## src/rtl/axi2wb.sv

```systemverilog
// axi2wb: AXI4 slave to Wishbone B4 classic master bridge; one AXI transaction at a time,
// one classic Wishbone cycle per beat. Define AXI2WB_TIMEOUT_EN to enable the Wishbone watchdog.
module axi2wb #(
  parameter int DATA_WIDTH   = 32,
  parameter int ADDR_WIDTH   = 32,
  parameter int AXI_ID_WIDTH = 1,
  parameter int TIMEOUT      = 255
) (
  input  logic                      clk,
  input  logic                      rst,
  input  logic [AXI_ID_WIDTH-1:0]   s_axi_awid,
  input  logic [ADDR_WIDTH-1:0]     s_axi_awaddr,
  input  logic [7:0]                s_axi_awlen,
  input  logic [2:0]                s_axi_awsize,
  input  logic [1:0]                s_axi_awburst,
  input  logic                      s_axi_awvalid,
  output logic                      s_axi_awready,
  input  logic [DATA_WIDTH-1:0]     s_axi_wdata,
  input  logic [DATA_WIDTH/8-1:0]   s_axi_wstrb,
  input  logic                      s_axi_wlast,
  input  logic                      s_axi_wvalid,
  output logic                      s_axi_wready,
  output logic [AXI_ID_WIDTH-1:0]   s_axi_bid,
  output logic [1:0]                s_axi_bresp,
  output logic                      s_axi_bvalid,
  input  logic                      s_axi_bready,
  input  logic [AXI_ID_WIDTH-1:0]   s_axi_arid,
  input  logic [ADDR_WIDTH-1:0]     s_axi_araddr,
  input  logic [7:0]                s_axi_arlen,
  input  logic [2:0]                s_axi_arsize,
  input  logic [1:0]                s_axi_arburst,
  input  logic                      s_axi_arvalid,
  output logic                      s_axi_arready,
  output logic [AXI_ID_WIDTH-1:0]   s_axi_rid,
  output logic [DATA_WIDTH-1:0]     s_axi_rdata,
  output logic [1:0]                s_axi_rresp,
  output logic                      s_axi_rlast,
  output logic                      s_axi_rvalid,
  input  logic                      s_axi_rready,
  output logic                      wb_cyc_o,
  output logic                      wb_stb_o,
  output logic                      wb_we_o,
  output logic [ADDR_WIDTH-1:0]     wb_adr_o,
  output logic [DATA_WIDTH-1:0]     wb_dat_o,
  output logic [DATA_WIDTH/8-1:0]   wb_sel_o,
  output logic [2:0]                wb_cti_o,
  output logic [1:0]                wb_bte_o,
  input  logic [DATA_WIDTH-1:0]     wb_dat_i,
  input  logic                      wb_ack_i,
  input  logic                      wb_err_i,
  input  logic                      wb_rty_i
);

  localparam int SEL_W = DATA_WIDTH / 8;
  localparam logic [1:0] BURST_FIXED = 2'b00;
  localparam logic [1:0] RESP_OKAY   = 2'b00;
  localparam logic [1:0] RESP_SLVERR = 2'b10;
  localparam logic [1:0] RESP_DECERR = 2'b11;

  typedef enum logic [2:0] {IDLE, WR_DATA, WR_WB, WR_RESP, RD_WB, RD_DATA} state_t;

  state_t                  state, state_nx;
  logic [AXI_ID_WIDTH-1:0] id_r;
  logic [ADDR_WIDTH-1:0]   addr_r, next_addr;
  logic [7:0]              len_r, cnt_r;
  logic [2:0]              size_r;
  logic [1:0]              burst_r;
  logic [DATA_WIDTH-1:0]   wdata_r, rdata_r;
  logic [SEL_W-1:0]        wstrb_r;
  logic [1:0]              rresp_r, acc_r, beat_resp;
  logic                    last_rd_r, gap_r;
  logic                    sel_wr, aw_hs, ar_hs, in_wb, bad_burst, stb_act;
  logic                    beat_done, beat_retry, is_last, timeout_hit;
  logic                    unused_in;

  // Alternating priority: on a tie, the channel not served last wins.
  assign sel_wr     = s_axi_awvalid & (~s_axi_arvalid | last_rd_r);
  assign aw_hs      = (state == IDLE) & sel_wr;
  assign ar_hs      = (state == IDLE) & ~sel_wr & s_axi_arvalid;
  assign in_wb      = (state == WR_WB) | (state == RD_WB);
  assign bad_burst  = burst_r[1];
  assign stb_act    = in_wb & ~gap_r & ~bad_burst;
  assign beat_done  = in_wb & ~gap_r & (bad_burst | wb_ack_i | wb_err_i | timeout_hit);
  assign beat_retry = stb_act & wb_rty_i & ~wb_ack_i & ~wb_err_i;
  assign is_last    = (cnt_r == len_r);
  assign next_addr  = (burst_r == BURST_FIXED) ? addr_r : addr_r + (ADDR_WIDTH'(1) << size_r);

  always_comb begin
    beat_resp = RESP_OKAY;
    if (bad_burst)                   beat_resp = RESP_SLVERR;
    else if (timeout_hit)            beat_resp = RESP_DECERR;
    else if (wb_err_i)               beat_resp = RESP_SLVERR;
  end

`ifdef AXI2WB_TIMEOUT_EN
  localparam int WD_W = $clog2(TIMEOUT + 1);
  logic [WD_W-1:0] wd_r;
  logic            wb_term;
  assign wb_term     = wb_ack_i | wb_err_i | wb_rty_i;
  assign timeout_hit = stb_act & ~wb_term & (wd_r == WD_W'(TIMEOUT - 1));
  assign unused_in   = s_axi_wlast;
  always_ff @(posedge clk) begin
    if (rst || !stb_act || wb_term) wd_r <= '0;
    else                            wd_r <= wd_r + WD_W'(1);
  end
`else
  assign timeout_hit = 1'b0;
  assign unused_in   = s_axi_wlast ^ (TIMEOUT == 0);
`endif

  always_ff @(posedge clk) begin
    if (rst) state <= IDLE;
    else     state <= state_nx;
  end

  always_comb begin
    state_nx = state;
    case (state)
      IDLE:    if (aw_hs) state_nx = WR_DATA;
               else if (ar_hs) state_nx = RD_WB;
      WR_DATA: if (s_axi_wvalid) state_nx = WR_WB;
      WR_WB:   if (beat_done) state_nx = is_last ? WR_RESP : WR_DATA;
      WR_RESP: if (s_axi_bready) state_nx = IDLE;
      RD_WB:   if (beat_done) state_nx = RD_DATA;
      RD_DATA: if (s_axi_rready) state_nx = is_last ? IDLE : RD_WB;
      default: state_nx = IDLE;
    endcase
  end

  always_comb begin
    s_axi_awready = aw_hs;
    s_axi_arready = ar_hs;
    s_axi_wready  = (state == WR_DATA);
    s_axi_bvalid  = (state == WR_RESP);
    s_axi_rvalid  = (state == RD_DATA);
    s_axi_rlast   = (state == RD_DATA) & is_last;
    wb_cyc_o      = stb_act;
    wb_stb_o      = stb_act;
    wb_we_o       = stb_act & (state == WR_WB);
    wb_sel_o      = (state == RD_WB) ? {SEL_W{1'b1}} : wstrb_r;
  end

  assign wb_adr_o    = addr_r;
  assign wb_dat_o    = wdata_r;
  assign wb_cti_o    = 3'b000;
  assign wb_bte_o    = 2'b00;
  assign s_axi_bid   = id_r;
  assign s_axi_rid   = id_r;
  assign s_axi_bresp = acc_r;
  assign s_axi_rresp = rresp_r;
  assign s_axi_rdata = rdata_r;

  always_ff @(posedge clk) begin
    if (rst) begin
      id_r      <= '0;
      addr_r    <= '0;
      len_r     <= '0;
      size_r    <= '0;
      burst_r   <= '0;
      cnt_r     <= '0;
      wdata_r   <= '0;
      wstrb_r   <= '0;
      rdata_r   <= '0;
      rresp_r   <= RESP_OKAY;
      acc_r     <= RESP_OKAY;
      last_rd_r <= 1'b1;
      gap_r     <= 1'b0;
    end else begin
      gap_r <= beat_retry;
      if (aw_hs || ar_hs) begin
        id_r      <= aw_hs ? s_axi_awid    : s_axi_arid;
        addr_r    <= aw_hs ? s_axi_awaddr  : s_axi_araddr;
        len_r     <= aw_hs ? s_axi_awlen   : s_axi_arlen;
        size_r    <= aw_hs ? s_axi_awsize  : s_axi_arsize;
        burst_r   <= aw_hs ? s_axi_awburst : s_axi_arburst;
        cnt_r     <= '0;
        acc_r     <= RESP_OKAY;
        last_rd_r <= ar_hs;
      end
      if (state == WR_DATA && s_axi_wvalid) begin
        wdata_r <= s_axi_wdata;
        wstrb_r <= s_axi_wstrb;
      end
      if (beat_done && state == WR_WB) begin
        // DECERR is sticky over SLVERR in the accumulated write response.
        if (beat_resp == RESP_DECERR || acc_r == RESP_DECERR) acc_r <= RESP_DECERR;
        else if (beat_resp == RESP_SLVERR)                    acc_r <= RESP_SLVERR;
        if (!is_last) begin
          cnt_r  <= cnt_r + 8'd1;
          addr_r <= next_addr;
        end
      end
      if (beat_done && state == RD_WB) begin
        rdata_r <= bad_burst ? '0 : wb_dat_i;
        rresp_r <= beat_resp;
      end
      if (state == RD_DATA && s_axi_rready && !is_last) begin
        cnt_r  <= cnt_r + 8'd1;
        addr_r <= next_addr;
      end
    end
  end

endmodule

```

## config.mk

```make
export PLATFORM = sky130hd
export DESIGN_NAME = axi2wb
export DESIGN_NICKNAME = d
export VERILOG_FILES = /design/src/rtl/axi2wb.sv
export SDC_FILE = /design/constraint.sdc
export NUM_CORES = 1
export LEC_CHECK = 0
export CAP_MARGIN = 20
export CORE_MARGIN = 8
export CORE_UTILIZATION = 40
export DETAILED_ROUTE_END_ITERATION = 10
export PLACE_DENSITY = 0.76
export SETUP_SLACK_MARGIN = 0.2
export SYNTH_ARGS = -nofsm -noshare
export SYNTH_HDL_FRONTEND = slang
export SYNTH_SLANG_ARGS = --single-unit
```

## constraint.sdc

```tcl
create_clock -name clk -period 5.1 [get_ports clk]
set_input_delay 0.765 -clock clk [delete_from_list [all_inputs] [get_ports clk]]
set_output_delay 0.765 -clock clk [all_outputs]
set_load 0.02 [all_outputs]
```

; Word-level counts from Yosys, hierarchy flattened
; Cells that the tools add are included.
[classes]
n_addsub = 2
multipliers = 0
div = 0
n_lt_le_gt_ge = 0
eq_ne = 15
n_shift = 1
n_mux = 32
bitwise = 22
n_reduce_logical = 11
[ops]
columns = op, count
row1 = 2-to-1 mux 32 bit, 7
row2 = 2-to-1 mux 8 bit, 5
row3 = adder 32 bit, 1
row4 = left shift 1 x 3 -> 32 bit (first input constant), 1
row5 = 2-to-1 mux 3 bit, 9
row6 = case mux 3 bit (6 select lines), 1
row7 = 2-to-1 mux 2 bit, 8
row8 = bitwise AND 1 bit, 12
row9 = adder 8 x 1 -> 8 bit (second input constant), 1
row10 = == test 8 bit, 1
row11 = == test 2 bit (second input constant), 3
row12 = == test 3 x 2 -> 1 bit (second input constant), 2
row13 = == test 3 bit (second input constant), 2
row14 = inequality test 2 bit (second input constant), 3
row15 = inverter 1 bit, 6
row16 = AND reduction 6 bit, 1
row17 = logical AND 1 bit, 5
row18 = 2-to-1 mux 4 bit, 1
row19 = inequality test 2 x 1 -> 1 bit (second input constant), 2
row20 = bitwise OR 1 bit, 4
row21 = == test 3 x 1 -> 1 bit (second input constant), 1
row22 = zero test 3 bit, 1
row23 = inequality test 3 bit (second input constant), 1
row24 = zero test 2 bit, 1
row25 = 3 further kinds, 4
[word_totals]
ff_bits = 131
latchBits = 0
mem_bits_rw = 0
mem_bits_ro = 0
in_bits = 171
memories = 0

; Logic depth before layout (Yosys ltp)
; Gate-level depths: netlist of the first run.
[depth]
ltp_word = 11
depth_mapped = 10
depth_no_buf = 9

; Worst setup path before layout of the first run
; OpenSTA, ideal clock, no wires.
[synth_timing]
kind = register to register
from = register size_r[0]
to = register addr_r[30] (netlist: wb_adr_o[30])
setup_ps = 120
arrival_ps = 2428
required_time_ps = 4980
path_slack_ps = 2553
stages_incl_launch_ff = 10
synth_period_minus_slack_ps = 2547
cell_sequence = dfxtp_1 -> clkbuf_1 -> nor3b_1 -> fa_1 -> a21o_1 -> a221o_1 -> a21o_1 -> nand4_1 -> o311a_1 -> o31a_1
[synth_via]
elab_chain_cells = 6
[synth_lines]
columns = item, line_no
row1 = "start, declared", 66  ; logic [2:0] size_r;
row2 = "start signal, assigned", 174  ; size_r <= aw_hs ? s_axi_awsize : s_axi_arsize;
row3 = left shift 1 x 3 -> 32 bit *, 86  ; assign next_addr = (burst_r == BURST_FIXED) ? addr_r : addr_r + (ADDR_WIDTH'(1) << size_r);
row4 = adder 32 bit *, 86
row5 = 2-to-1 mux 32 bit *, 86
row6 = 2-to-1 mux 32 bit, 188  ; if (!is_last) begin
row7 = 2-to-1 mux 32 bit, 184  ; if (beat_done && state == WR_WB) begin
row8 = 2-to-1 mux 32 bit *, 197  ; if (state == RD_DATA && s_axi_rready && !is_last) begin
row9 = "end signal, assigned", 172  ; addr_r <= aw_hs ? s_axi_awaddr : s_axi_araddr;
row10 = "end signal, assigned", 190  ; addr_r <= next_addr;
row11 = "end signal, assigned", 199  ; addr_r <= next_addr;
row12 = "end, declared", 64  ; logic [ADDR_WIDTH-1:0] addr_r, next_addr;
; Every way passes the cells marked *; elsewhere a longest branch is shown, timed or not.
; A chain may end at the register's enable or synchronous reset.

; Worst setup path after layout of the first run
[layout_timing]
from = register cnt_r[3]
to = output s_axi_rlast
[layout_via]
elab_chain_cells = 2
[layout_lines]
columns = item, line_no
row1 = "start, declared", 65  ; logic [7:0] len_r, cnt_r;
row2 = "start signal, assigned", 189  ; cnt_r <= cnt_r + 8'd1;
row3 = "start signal, assigned", 198  ; cnt_r <= cnt_r + 8'd1;
row4 = == test 8 bit, 85  ; assign is_last = (cnt_r == len_r);
row5 = bitwise AND 1 bit, 136  ; s_axi_rlast = (state == RD_DATA) & is_last;
row6 = "end, declared", 37  ; output logic s_axi_rlast,
; No other way between the ends.

==> summary.md, run 1 <==
| Metric | Value |
|---|---|
| Synth top area share | 38.48% |
| Final antenna-violating net count | 0 |
| Register cell area after layout | 2603 um^2 |
| Type of element capturing the critical path | primary output |
| Switching power summed over all nets | 2.036 mW |
| Synthesized instance count | 892 |
| Cell type with the highest aggregate area in the netlist | dfxtp_1 |
| Maximum count of clock buffers along a single path | 2 |
| Share of synthesized registers carrying an async set or reset | 0% |
| Post-synthesis share of cell area spent on xor and xnor gates | 3.108% |
| Hold violation total from the final report | 0 |
| Leading post-synthesis cells by cell area | dfxtp_1, nand2_1, a21oi_1, nor2_1, nor3b_1 |
| Number of warnings issued by yosys | 0 |
| Share of post-route cells with drive strength above 1 | 5.226% |
| Maximum operating frequency | 272.0 MHz |
| Top_reg_cell synth | dfxtp_1 |
| Buffers added on ports | 283 |
| Sequential element share of the synthesized area | 38.48% |
| Die Width | 146.0 um |
| Maxcap violations | 0 |
| Number of setup violations in the final report | 0 |
| Clock power share | 23.5% |
| Crit path kind | reg -> out |
| Number of nets in the final layout | 1316 |
| Sequential share of power | 30.6% |
| Minimum period implied by the final worst setup slack | 3.676 ns |
| Number of antenna violations at the first check in global routing | 2 |
| Multi-input logic area | 3816 um^2 |
| Initial core utilization | 40.78% |
| Result of the run | finished, final reports clean |
| Place WS | 1.674 ns |
| Detailed Route WL | 24150 um |
| Slew at the pin closest to its max-slew limit | 0.9328 ns |
| Synth-to-Final Area Change | 51.03% |
| Via count | 7353 |
| Placeable core region | 16580 um^2 |
| Number of enable flip-flop cells after synthesis | 0 |
| TritonCTS clock tree | built |
| Synthesized-area fraction occupied by ao, oa, aoi and oai cells | 21.42% |
| CP top delay family | simple AND/OR/NAND/NOR gates |
| Die H | 146.0 um |
| Internal power | 2.849 mW |
| Global-route congestion overflow total | 0 |
| Resize count post-CTS | 0 |
| Worst Setup Start Kind | flip-flop |
| Switch share | 41.68% |
| Seq cells post-synth | 130 |
| Standard-cell row count | 47 |
| Root buffer cell | clkbuf_16 |
| Number of distinct library cell variants in the gate-level netlist after synthesis | 64 |
| Placer's final routability congestion estimate | 0.8485 |
| Leading cell type in the layout, fill and taps excluded | clkdlybuf4s50_1 |
| Hold-fix buffer count after cts | 0 |
| Die area | 21320 um^2 |
| Post-Synth Adder-Cell Area | 2.109% |
| Synthesized area divided by synthesized cell count | 7.582 um^2 |
| Latest clock arrival within the worst-skew pair | 0.42 ns |
| Total track usage | 22.02% |
| Power density over the cells | 478.2 nW/um^2 |
| H-tree Lvls | 4 |
| Clock buffers created by TritonCTS | 17 |
| Setup Buffers After CTS | 0 |
| Total half-perimeter wirelength after legalization and detailed placement | 17500 um |
| Lkg Pwr | 3.652 nW |
| Remaining DRCs | 0 |
| Unrepaired setup endpoints after global routing | no |
| Fraction of synthesized area in multiplexers | 1.573% |
| Worst path required time | 4.34 ns |
| Arrival time of data at the critical path endpoint | 2.91 ns |
| Slowest CP cell | nor4_1 |
| Number of fillers in the final layout | 1500 |
| Largest stage delay on the critical path | 0.77 ns |
| DRC violation total after the first TritonRoute iteration | 480 |
| IR Drop Worst-Case VDD | 284.5 uV |
| Average detailed-routed wire length per instance | 17.64 um |
| PnR worst setup slack | 1.424 ns |
| Netlist area before placement | 6763 um^2 |
| Worst min-delay path class | reg -> reg |
| Clock transition at the registers of the reported paths | 0.06 ns |
| Final setup TNS | 0 ns |
| Number of optimization iterations in the first detailed-route pass | 5 |
| CTS sink count | 130 |
| Pin count of the biggest net entering global routing | 74 |
| Ports placed on the boundary | 291 |
| Via/cell ratio | 5.371 |
| Combinational family with the most area after synthesis | simple AND/OR/NAND/NOR gates |
| Share of power burned in combinational logic | 45.9% |
| CP Max Fanout | 6 |
| Number of max-slew violations in the final report | 0 |
| Via count of the first global-routing pass | 7241 |
| Number of buffers and inverters on the critical path | 1 |
| Post-synthesis share of cell area spent on and, or, nand and nor gates | 27.64% |
| Register-to-register setup slack | 1.95 ns |
| Critical path cell sequence | xor2_1 > nor4_1 > nand2_1 > nor3_1 > clkdlybuf4s50_1 |
| Wire length of the first global-routing pass | 38090 um |
| Fraction of the cycle the final worst path needs | 72.08% |
| Relative slew slack | 37.24% |
| Commonest cells after routing, fill and taps aside | clkdlybuf4s50_1, nand2_1, dfxtp_1 |
| Clock Skews | 0.01586 ns |
-- power by group through the flow --
stage	Combinational (mW)	Sequential (mW)	Clock [mW]
2_1_floorplan	1.27	1.60	0
3_5_place_dp	2.25	1.51	0
5_1_grt	2.45	1.53	1.22
3_3_place_gp	2.22	1.50	0
6_report	2.24	1.49	1.15
4_1_cts	2.26	1.49	1.17
-- registers in the layout, indices dropped and copies added (netlist names) --
register,flops
last_rd_r,1
state,3
wb_adr_o,32
wstrb_r,4
gap_r,1
s_axi_rresp,1
cnt_r,8
s_axi_bresp,2
wb_dat_o,32
s_axi_rdata,32
burst_r,2
size_r,3
len_r,8
s_axi_bid,1
-- worst min-delay path: stages, from the launching register on --
cell and delay (ns):
dfxtp_1 0.31, nand2_1 0.05, a21oi_1 0.05
-- synthesized netlist by cell type (all sizes together), types with 5 or more instances --
cell type and n:
and3 8, nor3b 36, nor3 20, buf 22, a211oi 23, xor2 13, ha 9, or2 6
nor4 8, nand3 14, mux2 5, nor2 75, inv 11, clkbuf 54, o21ai 12, nand4 16
a21oi 118, a311oi 22, nand2 200, mux2i 5, a21o 7, xnor2 11, a31oi 14, dfxtp 130
-- cell families after synthesis --
logic type | after synthesis
other | 1
and+or+nand+nor | 402
buffers and inverters | 87
adders and majority gates | 11
xor gates and xnor gates | 24
AOI/OAI and AO/OA | 227
DFF | 130
muxes | 10
-- area by class of cell --
| class | instances | share of cell area (%) |
|---|---|---|
| multi-input combinational | 680 | 37.36 |
| timing repair buffer | 295 | 28.59 |
| sequential | 130 | 25.48 |
| clock buffer | 19 | 4.337 |
| tap | 220 | 2.695 |
| clock inverter | 13 | 1.103 |
| inverter | 11 | 0.4043 |
| antenna | 1 | 0.02450 |
-- layer usage --
metal	GRT usage (%)	up-vias	part of all wire, %
met4	8.552	2	2.4
li1	-	3622	-
met2	36.67	277	47
met5	0	-	0.041
met3	9.116	40	10
met1	24.66	3412	40
-- stage by stage --
stage | utilization, % | total power, mW | std cells | area (um^2) | hold slack, ns
global placement | 58.22 | 3.723 | 1336 | 9656 | 0.4370
finish | 61.59 | 4.885 | 1369 | 10210 | 0.4525
CTS | 61.57 | 4.919 | 1368 | 10210 | 0.4548
floorplan | - | 2.872 | 897 | 6782 | 0.4316
detailed placement | 58.22 | 3.759 | 1336 | 9656 | 0.4463
global route | 61.59 | 5.207 | 1369 | 10210 | 0.4743
-- path summary, 6_finish.rpt --
check,startpoint,end,depth (start not counted)
hold / removal,wb_dat_o[4],wb_dat_o[4],2
setup / recovery,cnt_r[3],s_axi_rlast,5
setup reg to reg,state[1],cnt_r[6],7
hold reg to reg,wb_dat_o[4],wb_dat_o[4],2
Note: power is estimated with default switching activity, not from simulation.
==> run 2: changes to the inputs <==
clock period = 3.5 ns   (was 5.1 ns; I/O delays follow)
==> run 2 against run 1 <==
Compared with the run above: highest routed layer is now met4; clock-buffer cell count rose by 4; sequential power grew 47%; global-route usage shrank 0.33 points; sequential share of layout area shrank 0.34 points; critical endpoint unchanged.
==> summary.md, run 2 (same netlist as run 1, synthesis figures left out) <==
| Metric | Value |
|---|---|
| Clock power share | 25.1% (+1.6 points) |
| Final core utilization | 62.43% (+0.84 points) |
| DRC violation total after the first TritonRoute iteration | 389 (-19%) |
| Number of nets in the final layout | 1325 (+0.68%) |
| Clock transition at the registers of the reported paths | 0.05 ns (about the same) |
| Share of power burned in combinational logic | 45.3% (-0.6 points) |
| Clock Skews | 0.01146 ns (-0.004408 ns) |
| Leading cell type in the layout, fill and taps excluded | clkdlybuf4s50_1 |
| TritonCTS clock tree | built |
| Wire length of the first global-routing pass | 37170 um (-2.4%) |
| Critical R2R Capture | wb_adr_o[30] |
| Root buffer cell | clkbuf_16 |
| Crit path kind | reg -> out |
| Switch share | 40.09% (-1.6 points) |
| Switching power summed over all nets | 2.965 mW (+46%) |
| Place WS | 0.5388 ns (-1.135 ns) |
| Final antenna-violating net count | 0 (unchanged) |
| Minimum period implied by the final worst setup slack | 3.057 ns |
| Setup Buffers After CTS | 0 (unchanged) |
| Die Width | 146.0 um (unchanged) |
| Standard-cell row count | 47 (unchanged) |
| Die H | 146.0 um (unchanged) |
| Placeable core region | 16580 um^2 (unchanged) |
| Unrepaired setup endpoints after global routing | no |
| Initial core utilization | 40.78% (unchanged) |
| Clock buffers created by TritonCTS | 17 (unchanged) |
| Fraction of the cycle the final worst path needs | 87.33% |
| Worst path required time | 2.97 ns (-1.37 ns) |
| Synth-to-Final Area Change | 53.08% |
| Number of optimization iterations in the first detailed-route pass | 5 (unchanged) |
| IR Drop Worst-Case VDD | 381.6 uV (+34%) |
| Termination of the worst setup path | s_axi_rlast |
| Hold-fix buffer count after cts | 0 (unchanged) |
| Buffers added on ports | 283 (unchanged) |
| Power density over the cells | 714.4 nW/um^2 (+49%) |
| Number of setup violations in the final report | 0 (unchanged) |
| Number of max-slew violations in the final report | 0 (unchanged) |
| Total half-perimeter wirelength after legalization and detailed placement | 17760 um (+1.5%) |
| Pin count of the biggest net entering global routing | 67 (-9.5%) |
| CP Max Fanout | 6 (unchanged) |
| Via count | 7262 (-1.2%) |
| Worst min-delay path class | reg -> reg |
| Worst Setup Start Kind | flip-flop |
| Slew at the pin closest to its max-slew limit | 0.6803 ns (-0.2525 ns) |
| Die area | 21320 um^2 (unchanged) |
| Min-Delay Startpoint | wstrb_r[1] |
| Final Cell Area | 10350 um^2 (+1.4%) |
| Remaining DRCs | 0 (unchanged) |
| Commonest cells after routing, fill and taps aside | clkdlybuf4s50_1, nand2_1, dfxtp_1 |
| Maximum operating frequency | 327.2 MHz |
| Total track usage | 21.69% (-0.33 points) |
| H-tree Lvls | 4 (unchanged) |
| Final setup TNS | 0 ns (unchanged) |
| Detailed Route WL | 24100 um (-0.22%) |
| PnR worst setup slack | 0.4435 ns (-0.9805 ns) |
| Internal power | 4.430 mW (+56%) |
| Hold violation total from the final report | 0 (unchanged) |
| Worst setup path startpoint | cnt_r[0] |
| Type of element capturing the critical path | primary output |
| Register-to-register setup slack | 0.62 ns (-1.33 ns) |
| Placer's final routability congestion estimate | 0.8553 (+0.80%) |
| Lkg Pwr | 3.736 nW (+2.3%) |
| Result of the run | finished, final reports clean |
| Resize count post-CTS | 0 (unchanged) |
| Maxcap violations | 0 (unchanged) |
| Origin of the critical flop-to-flop path | size_r[0] |
| Latest clock arrival within the worst-skew pair | 0.42 ns (about the same) |
| Relative slew slack | 54.47% (+17 points) |
| Via count of the first global-routing pass | 7057 (-2.5%) |
| Ports placed on the boundary | 291 (unchanged) |
| Maximum count of clock buffers along a single path | 2 (unchanged) |
| Worst reg-to-reg path cell count | 8 (+1) |
| Sequential share of power | 29.6% (-1.0 points) |
| Worst hold slack across all endpoints | 0.4464 ns (-0.006070 ns) |
| CTS sink count | 130 (unchanged) |
| Area after detailed placement | 9736 um^2 (+0.83%) |
| Average detailed-routed wire length per instance | 17.50 um (-0.80%) |
| Number of antenna violations at the first check in global routing | 1 (-1) |
| Via/cell ratio | 5.274 (-1.8%) |
| Arrival time of data at the critical path endpoint | 2.53 ns (-0.38 ns) |
| Share of post-route cells with drive strength above 1 | 5.796% (+0.57 points) |
| Global-route congestion overflow total | 0 (unchanged) |
-- run 2: changes by cell type in the layout (fill, tap and decap cells not counted), sizes merged --
cell      before  now
inv           12   11
buf           13   22
bufinv         1    3
clkinv         5    2
clkinvlp       6    3
clkbuf        19   23
-- run 2: power groups by stage --
stage	clock, mW	sequential (mW)	combinational (mW)
floorplan	0	2.34	1.85
global placement	0	2.20	3.34
detailed placement	0	2.21	3.36
CTS	1.89	2.18	3.37
global route	1.96	2.24	3.66
finish	1.86	2.19	3.35
-- run 2: worst max-delay path: stages, from the launching register on --
cell and delay, ns:
dfxtp_1 0.45, xor2_1 0.11, nor4_1 0.36, buf_4 0.20, nand2_1 0.09, nor3_1 0.18, clkdlybuf4s50_1 0.72
-- run 2: cell type report --
class,count,area [um^2]
antenna,1,2.502
tap,220,275.3
inverter,11,41.29
sequential,130,2603
clock buffer,23,488.0
fill,1540,6231
timing repair buffer,304,3000
multi-input combinational,680,3816
clock inverter,8,126.4
-- run 2: per-layer routing --
layer | up-vias | track usage, % | wire [um]
met3 | 50 | 8.622 | 2211
met5 | - | 0 | 0
met1 | 3292 | 24.86 | 10140
met2 | 276 | 35.35 | 10990
li1 | 3644 | - | -
met4 | 0 | 9.171 | 751
-- run 2: metrics by stage --
| step | std cells | power (mW) |
|---|---|---|
| 2_1_floorplan | 897 | 4.185 |
| 3_3_place_gp | 1345 | 5.533 |
| 3_5_place_dp | 1345 | 5.577 |
| 4_1_cts | 1376 | 7.445 |
| 5_1_grt | 1377 | 7.864 |
| 6_report | 1377 | 7.395 |
-- run 2: how the worst min path moves through the flow --
stage | end | slack (ns) | cells past startpoint
finish | wstrb_r[1] | 0.45 | 2
global route | wb_dat_o[23] | 0.47 | 2
CTS | wstrb_r[1] | 0.45 | 2
detailed placement | wstrb_r[1] | 0.44 | 2
global placement | wstrb_r[2] | 0.44 | 2
floorplan | wstrb_r[0] | 0.43 | 2
==> run 3: changes to the inputs <==
clock period = 3.6 ns   (was 3.5 ns; I/O delays follow)
==> run 3 against run 2 <==
Compared with the run above: via count up 0.88%; routed wire length down 1.0%; global-route usage down 0.065 points; highest routed layer is now met5; non-clock buffer count down 3; sequential power down 3%; first-iteration DRC count up 24%; total power down 3.9%; register-to-register slack better by 0.09 ns.
==> summary.md, run 3 (same netlist as run 1, synthesis figures left out) <==
| Metric | Value |
|---|---|
| Fraction of the cycle the final worst path needs | 83.42% |
| Number of fillers in the final layout | 1533 (-0.45%) |
| Wire length of the first global-routing pass | 37340 um (+0.44%) |
| Buffers added on ports | 283 (unchanged) |
| Internal power | 4.223 mW (-4.7%) |
| Maximum count of clock buffers along a single path | 2 (unchanged) |
| Arrival time of data at the critical path endpoint | 2.46 ns (-0.07 ns) |
| Number of max-slew violations in the final report | 0 (unchanged) |
| Remaining DRCs | 0 (unchanged) |
| Standard-cell row count | 47 (unchanged) |
| Share of power burned in combinational logic | 45.6% (+0.3 points) |
| Minimum period implied by the final worst setup slack | 3.003 ns |
| Die area | 21320 um^2 (unchanged) |
| Final setup TNS | 0 ns (unchanged) |
| Total half-perimeter wirelength after legalization and detailed placement | 17570 um (-1.1%) |
| Maximum operating frequency | 333.0 MHz |
| Via count of the first global-routing pass | 7073 (+0.23%) |
| Setup Buffers After CTS | 0 (unchanged) |
| Average detailed-routed wire length per instance | 17.37 um (-0.75%) |
| Clock transition at the registers of the reported paths | 0.06 ns (about the same) |
| Worst Setup Start Kind | flip-flop |
| TritonCTS clock tree | built |
| Leading cell type in the layout, fill and taps excluded | clkdlybuf4s50_1 |
| Worst path required time | 3.06 ns (+0.09 ns) |
| Worst min-delay path class | reg -> reg |
| Hold violation total from the final report | 0 (unchanged) |
| Register-to-register setup slack | 0.71 ns (+0.09 ns) |
| Pin count of the biggest net entering global routing | 73 (+9.0%) |
| Commonest cells after routing, fill and taps aside | clkdlybuf4s50_1, nand2_1, dfxtp_1 |
| Number of antenna violations at the first check in global routing | 2 (+1) |
| Result of the run | finished, final reports clean |
| Number of optimization iterations in the first detailed-route pass | 5 (unchanged) |
| Die H | 146.0 um (unchanged) |
| Clock Skews | 0.01096 ns (-0.0004923 ns) |
| CTS sink count | 130 (unchanged) |
| Latest clock arrival within the worst-skew pair | 0.42 ns (about the same) |
| Switching power summed over all nets | 2.887 mW (-2.6%) |
| Resize count post-CTS | 0 (unchanged) |
| Slew at the pin closest to its max-slew limit | 0.6556 ns (-0.02469 ns) |
| Die Width | 146.0 um (unchanged) |
| Crit path kind | reg -> out |
| Power density over the cells | 689.2 nW/um^2 (-3.5%) |
| Share of post-route cells with drive strength above 1 | 5.637% (-0.16 points) |
| Global-route congestion overflow total | 0 (unchanged) |
| Via/cell ratio | 5.336 (+1.2%) |
| Placer's final routability congestion estimate | 0.8546 (about the same) |
| Detailed Route WL | 23850 um (-1.0%) |
| Total track usage | 21.63% (-0.065 points) |
| Sequential share of power | 29.8% (+0.2 points) |
| CP Max Fanout | 6 (unchanged) |
| Synth-to-Final Area Change | 52.56% |
| H-tree Lvls | 4 (unchanged) |
| Switch share | 40.61% (+0.51 points) |
| Clock power share | 24.6% (-0.5 points) |
| Placeable core region | 16580 um^2 (unchanged) |
| Relative slew slack | 56.29% (+1.8 points) |
| Number of setup violations in the final report | 0 (unchanged) |
| Antenna diode count | 0 (-1) |
| Unrepaired setup endpoints after global routing | no |
| Final core utilization | 62.22% (-0.21 points) |
| Final antenna-violating net count | 0 (unchanged) |
| Clock buffers created by TritonCTS | 17 (unchanged) |
| Initial core utilization | 40.78% (unchanged) |
| Maxcap violations | 0 (unchanged) |
| Ports placed on the boundary | 291 (unchanged) |
| Type of element capturing the critical path | primary output |
| Lkg Pwr | 3.716 nW (-0.53%) |
| IR Drop Worst-Case VDD | 483.5 uV (+27%) |
| Number of nets in the final layout | 1322 (-0.23%) |
| Hold-fix buffer count after cts | 0 (unchanged) |
| Via count | 7326 (+0.88%) |
| Root buffer cell | clkbuf_16 |
| DRC violation total after the first TritonRoute iteration | 484 (+24%) |
## run 3: cell types whose count changed in the layout (fill, tap and decap cells not counted), sizes merged
cell / before / now
clkinv: 2 / 6
clkbuf: 23 / 18
buf: 22 / 19
diode: 1 / 0
inv: 11 / 12
## run 3: worst paths after layout
check / startpoint / end / cells after the start
worst min register to register: wstrb_r[0] / wstrb_r[0] / 2
worst max-delay path: cnt_r[0] / s_axi_rlast / 6
worst max register to register: state[1] / cnt_r[6] / 7
worst min-delay path: wstrb_r[0] / wstrb_r[0] / 2
## run 3: power by group through the flow
stage | logic, mW | clock network, mW | registers [mW]
finish | 3.25 | 1.75 | 2.12
global placement | 3.23 | 0 | 2.13
floorplan | 1.79 | 0 | 2.27
global route | 3.55 | 1.84 | 2.18
detailed placement | 3.27 | 0 | 2.14
CTS | 3.28 | 1.78 | 2.11
## run 3: layout make-up
cell class                 count  area (um^2)  area share [%]
timing repair buffer         301         2990           28.98
clock inverter                13        162.7           1.577
multi-input combinational    680         3816           36.99
sequential                   130         2603           25.22
inverter                      11        41.29          0.4002
clock buffer                  18        429.2           4.160
tap                          220        275.3           2.668
## run 3: critical path: stages (launching register included)
cell and delay, ns:
dfxtp_1 0.45, xor2_1 0.10, nor4_1 0.34, buf_4 0.20, nand2_1 0.08, nor3_1 0.16, clkdlybuf4s50_1 0.71
## run 3: per-stage QoR
step	setup slack, ns	instance area (um^2)	std cells	hold slack [ns]	total power, mW
CTS	0.5202	10320	1373	0.4517	7.177
detailed placement	0.6415	9726	1342	0.4438	5.412
global route	0.4419	10320	1373	0.4739	7.572
floorplan	1.053	6782	897	0.4316	4.069
global placement	0.6609	9726	1342	0.4374	5.360
finish	0.5968	10320	1373	0.4488	7.111
## run 3: per-layer routing
metal | share of wire, % | global-route usage (%)
met5 | 0.092 | 0
met2 | 47 | 35.37
met3 | 9.6 | 8.498
met4 | 3.0 | 9.480
met1 | 41 | 24.63
==> patch 1, RTL diff (config.mk and constraints of run 2) <==
Set the parameter `DATA_WIDTH` to 16 (it was 32).
--- a/src/rtl/axi2wb.sv
+++ b/src/rtl/axi2wb.sv
@@ -1,7 +1,7 @@
 // axi2wb: AXI4 slave to Wishbone B4 classic master bridge; one AXI transaction at a time,
 // one classic Wishbone cycle per beat. Define AXI2WB_TIMEOUT_EN to enable the Wishbone watchdog.
 module axi2wb #(
-  parameter int DATA_WIDTH   = 32,
+  parameter int DATA_WIDTH   = 16,
   parameter int ADDR_WIDTH   = 32,
   parameter int AXI_ID_WIDTH = 1,
   parameter int TIMEOUT      = 255
Ports: changed (6 resized); port bits go from 291 to 223. No check against the original RTL was run, so the function may have changed too.
==> patch 1 against run 2 <==
Register-to-register slack improved by 0.05 ns. Total power shrank 25%. Utilization fell by 3.7 points. Sequential cell count shrank 34. Setup slack improved by 0.15 ns. Area after synthesis is 19% lower. Critical path depth down 1. Wire length is 26% lower. Final area decreased by 22%. Critical endpoint unchanged.
==> patch 1: results (changes against run 2) <==
Setup path:
- The stage delay of the slowest cell on the critical path came to 0.64 ns (-0.08 ns).
- The maximum fanout along the worst path was 5 (-1).
- The endpoint identified for the worst register-to-register timing path is wb_adr_o[25].
- The setup slack of the most critical reg-to-reg path is 0.67 ns (+0.05 ns).
- The startpoint of the most critical register-to-register path is size_r[1].
- The slowest cell on the critical path is sky130_fd_sc_hd__clkdlybuf4s50_1.
- The depth of the most critical reg-to-reg path came to 8 (unchanged).
- The kind of cell adding the most delay to the critical path is simple AND/OR/NAND/NOR gates.

Logic synthesis:
- The number of different library cells in the post-synthesis netlist is 68 (+6.3%).
- The sequential fraction of the synthesis area was 34.9% (-3.6 points).
- The commonest cells after synthesis are 144 x sky130_fd_sc_hd__nand2_1, 96 x sky130_fd_sc_hd__dfxtp_1, 94 x sky130_fd_sc_hd__a21oi_1.
- Ranked by total cell area, the synthesized netlist is headed by sky130_fd_sc_hd__dfxtp_1 35%, sky130_fd_sc_hd__nand2_1 9.8%, sky130_fd_sc_hd__a21oi_1 8.5%, sky130_fd_sc_hd__nor2_1 4.6%, sky130_fd_sc_hd__nor3b_1 2.9%.

Placement:
- The quantity of I/O buffers inserted on ports is 215 (-24%).
- The post-place instance area is 0.00770 mm^2 (-21%).
- The routability congestion estimate came to 0.829 (-3.1%).
- The detailed placement HPWL is 12900 um (-27%).

Final layout:
- The share of final-layout standard cells stronger than drive strength 1 came to 5.26% (-0.54 points).
- The number of nets in the layout was 1055 (-20%).
- The antenna diode instance count came to 0 (-1).
- The number of flip-flops under the largest register name is 32.

Global route:
- The number of global-route vias before repair is 5613 (-20%).
- The number of antenna violations at the first check in global routing came to 0 (-1).
- The all-layer global routing usage is 19.5% (-2.2 points).
- The maximum number of pins on one net before global-route repair was 75 (+12%).
- The first-pass GRT wire length was 28800 um (-23%).

Worst hold path:
- The worst min-delay path startpoint is wb_dat_o[14].
- The worst hold path terminates at wb_dat_o[14].

Power:
- The worst ir drop on vdd is 0.609 mV (+60%).
- The total leakage power came to 2.86 nW (-23%).

Run status:
- The run finished with clean final reports.

Drt:
- The detailed-route wire length per cell is 16.2 um (-7.4%).
- The total number of vias is 5834 (-20%).
- The DRC marker count from the first detailed-route iteration is 341 (-12%).

STA:
- The clock skew after layout is 0.00587 ns (-0.00558 ns).
- The slew at the pin closest to its max-slew limit is 1.01 ns (+0.331 ns).
- The number of setup violations in the final report was 0 (unchanged).

Clocking:
- The setup fix buffers added after clock tree synthesis was 0 (unchanged).
- The number of CTS-inserted buffers was 9 (-8).
- The number of levels the H-tree was split into came to 3 (-1).
- The clock-pin slew reported for the worst setup and hold paths after clock tree synthesis is 0.07 ns (+0.02 ns).
-- patch 1: cell count changes after synthesis, sizes merged, moves of 10 or more --
cell / before / now
a21oi: 118 / 94
o21ai: 12 / 22
nand2: 200 / 145
a211oi: 23 / 13
o211ai: 4 / 14
dfxtp: 130 / 96
nor3b: 36 / 21
clkbuf: 54 / 37
xor2: 13 / 2
-- patch 1: area by class of cell --
cell class / count / area [um^2]
Fill cell: 1306 / 5640
Clock inverter: 6 / 90.1
Tap cell: 180 / 225
Inverter: 8 / 30.0
Clock buffer: 10 / 239
Sequential cell: 96 / 1920
Multi-Input combinational cell: 567 / 3290
Timing Repair Buffer: 226 / 2230
-- patch 1: logic make-up after synthesis --
kind of cell	synth area share, %
simple gates	25.7
fa+ha+maj	2.41
other cells	0.0681
compound gates	25.7
xor+xnor	2.86
flops	34.9
buf+inv	6.27
mux	2.05
-- patch 1: power breakdown --
group	switching [mW]	total, mW	internal [mW]	leakage (nW)
sequential	0.317	1.68	1.36	0.784
combinational	1.61	2.81	1.21	1.92
clock	0.441	1.09	0.650	0.159
total	2.37	5.58	3.21	2.86
-- patch 1: worst max path at each step --
stage              start           end  slack, ns  cells after the start
3_5_place_dp   size_r[0]  wb_adr_o[10]       0.44                      8
2_1_floorplan  size_r[2]  wb_adr_o[18]       0.96                     11
5_1_grt        size_r[0]  wb_adr_o[14]       0.46                      8
6_report        cnt_r[0]   s_axi_rlast       0.60                      5
4_1_cts        size_r[0]  wb_adr_o[10]       0.41                      8
3_3_place_gp   size_r[0]  wb_adr_o[12]       0.48                      8
-- patch 1: per-layer routing --
layer	part of all wire (%)	vias up	track usage [%]
met4	2.3	0	7.92
met2	46	188	31.5
met3	6.0	23	5.16
met5	0	-	0
li1	-	2962	-
met1	45	2661	24.1
-- patch 1: stage by stage --
stage	worst slack (ns)	instances	hold slack, ns
after global routing	0.455	1093	0.468
final	0.595	1093	0.452
after CTS	0.407	1093	0.453
after floorplan	0.957	736	0.432
after detailed placement	0.441	1077	0.444
after global placement	0.480	1077	0.439
-- patch 1: worst register-to-register path, cell delays in order (launching register included) --
cell and delay [ns]:
sky130_fd_sc_hd__dfxtp_1 0.49, sky130_fd_sc_hd__and3b_1 0.22, sky130_fd_sc_hd__ha_1 0.35, sky130_fd_sc_hd__nand3_1 0.13
sky130_fd_sc_hd__o211ai_1 0.25, sky130_fd_sc_hd__o21a_1 0.49, sky130_fd_sc_hd__nand2_4 0.14, sky130_fd_sc_hd__or4_1 0.52
sky130_fd_sc_hd__a31oi_1 0.16
-- patch 1: timing repair --
item	CTS	global route
endpoints found under the setup margin	0	3
hold buffers	0	0
endpoints found under the hold margin	0	0
resized for setup	0	1
==> patch 2, RTL diff (settings of run 2) <==
Without the edit above. The 6 states of `state_t` get a one-hot encoding in 6 bits.
--- a/src/rtl/axi2wb.sv
+++ b/src/rtl/axi2wb.sv
@@ -57,7 +57,7 @@
   localparam logic [1:0] RESP_SLVERR = 2'b10;
   localparam logic [1:0] RESP_DECERR = 2'b11;
 
-  typedef enum logic [2:0] {IDLE, WR_DATA, WR_WB, WR_RESP, RD_WB, RD_DATA} state_t;
+  typedef enum logic [5:0] {IDLE = 6'b000001, WR_DATA = 6'b000010, WR_WB = 6'b000100, WR_RESP = 6'b001000, RD_WB = 6'b010000, RD_DATA = 6'b100000} state_t;
 
   state_t                  state, state_nx;
   logic [AXI_ID_WIDTH-1:0] id_r;
Formal check against the unedited RTL: same outputs for any inputs over 4 cycles, from zero or initial values and one cycle with rst high; so few cycles prove little.
==> patch 2 against run 2 <==
Synthesized cell count down 0.67%. Maximum frequency up 2.9%. Non-clock buffer count up 3. Setup slack better by 0.087 ns. Area after synthesis up 2.1%. Total power down 12%. Sequential cell count up 3. Hold slack better by 0.0015 ns. Final area up 1.8%. Wire length up 1.5%. Sequential power down 8%. Critical endpoint unchanged. Largest cell class unchanged. Highest routed layer unchanged.
==> patch 2: results (changes against run 2) <==
Run status:
- The flow ran to the end, and the final reports show no timing, DRC or antenna violations.

Logic synthesis:
- The sequential fraction of the synthesis area is 38.5% (+0.061 points).
- After synthesis, the most frequently instantiated cells are 177 x sky130_fd_sc_hd__nand2_1, 133 x sky130_fd_sc_hd__dfxtp_1, 116 x sky130_fd_sc_hd__a21oi_1.
- The share of synthesized cell area in full adder, half adder and majority cells is 1.92% (-0.19 points).
- The fraction of the mapped netlist area in compound gates is 21.1% (-0.34 points).
- The xor and xnor fraction of the mapped netlist area is 2.16% (-0.95 points).
- The share of cell area taken by muxes after synthesis is 2.43% (+0.85 points).

Setup path:
- The maximum fanout along the worst path is 10 (+4).
- The data arrival time of the critical path came to 2.44 ns (-0.09 ns).
- The stage delay of the slowest cell on the critical path came to 0.70 ns (-0.02 ns).

Global route:
- The met3 track demand over resource in global routing is 5.01% (-3.6 points).
- The all-layer global routing usage is 21.5% (-0.21 points).
- The first-pass GRT wire length is 37800 um (+1.6%).
- The met2 capacity usage during global routing is 36.3% (+0.98 points).
- The met1 layer usage reported by global route was 26.4% (+1.5 points).

STA:
- The worst max-slew margin expressed relative to the limit was 44.0% (-10 points).

Final layout:
- The layout filler cell count came to 1549 (+0.58%).
- The antenna diode instance count is 0 (-1).
- The number of nets in the layout is 1324 (-0.075%).

Placement:
- The pre-CTS setup slack came to 0.616 ns (+0.0770 ns).
- The detailed placement HPWL is 17900 um (+0.86%).
- The routability congestion estimate is 0.844 (-1.3%).
- The post-place instance area is 0.00988 mm^2 (+1.5%).

Drt:
- The length of the first detailed-routing pass in iterations is 7 (+2).
- The via-per-instance ratio was 5.33 (+0.97%).

Power:
- The total leakage power is 3.81 nW (+2.1%).
==> patch 2: cell types whose count changed after synthesis, moves of 8 or more <==
cell,delta
sky130_fd_sc_hd__nand2_1,-23
sky130_fd_sc_hd__nor3b_1,-29
sky130_fd_sc_hd__nand3_1,+19
sky130_fd_sc_hd__xor2_1,-8
sky130_fd_sc_hd__nor2_1,-17
sky130_fd_sc_hd__mux2i_1,+8
sky130_fd_sc_hd__a22oi_1,+8
sky130_fd_sc_hd__nand3b_1,+38
sky130_fd_sc_hd__a211oi_1,-10
==> patch 2: per-layer routing <==
metal / vias up / share of wire (%) / wire length, um
li1: 3664 / - / -
met1: 3444 / 43 / 10500
met2: 216 / 50 / 12300
met3: 30 / 4.8 / 1180
met4: 0 / 2.2 / 541
met5: - / 0 / 0
==> patch 2: cell type report <==
type	instances	area (um^2)	area share [%]
clock inverter	12	201	1.91
timing repair buffer	307	3010	28.6
multi-input combinational	677	3900	37.0
clock buffer	20	457	4.33
sequential	133	2660	25.3
inverter	7	26.3	0.249
tap	225	282	2.67
==> patch 2: path summary, 6_finish.rpt <==
| path | start | endpoint | slack (ns) | cells after the start |
|---|---|---|---|---|
| worst max-delay path | state[4] | s_axi_rlast | 0.53 | 4 |
| worst min-delay path | wstrb_r[0] | wstrb_r[0] | 0.45 | 2 |
| worst max register to register | size_r[0] | wb_adr_o[31] | 0.61 | 8 |
| worst min register to register | wstrb_r[0] | wstrb_r[0] | 0.45 | 2 |
==> patch 2: power by group <==
part / internal, mW / switching (mW) / total (mW)
Sequential: 1.73 / 0.276 / 2.01
Clock: 1.30 / 0.697 / 2.00
Combinational: 1.11 / 1.40 / 2.51
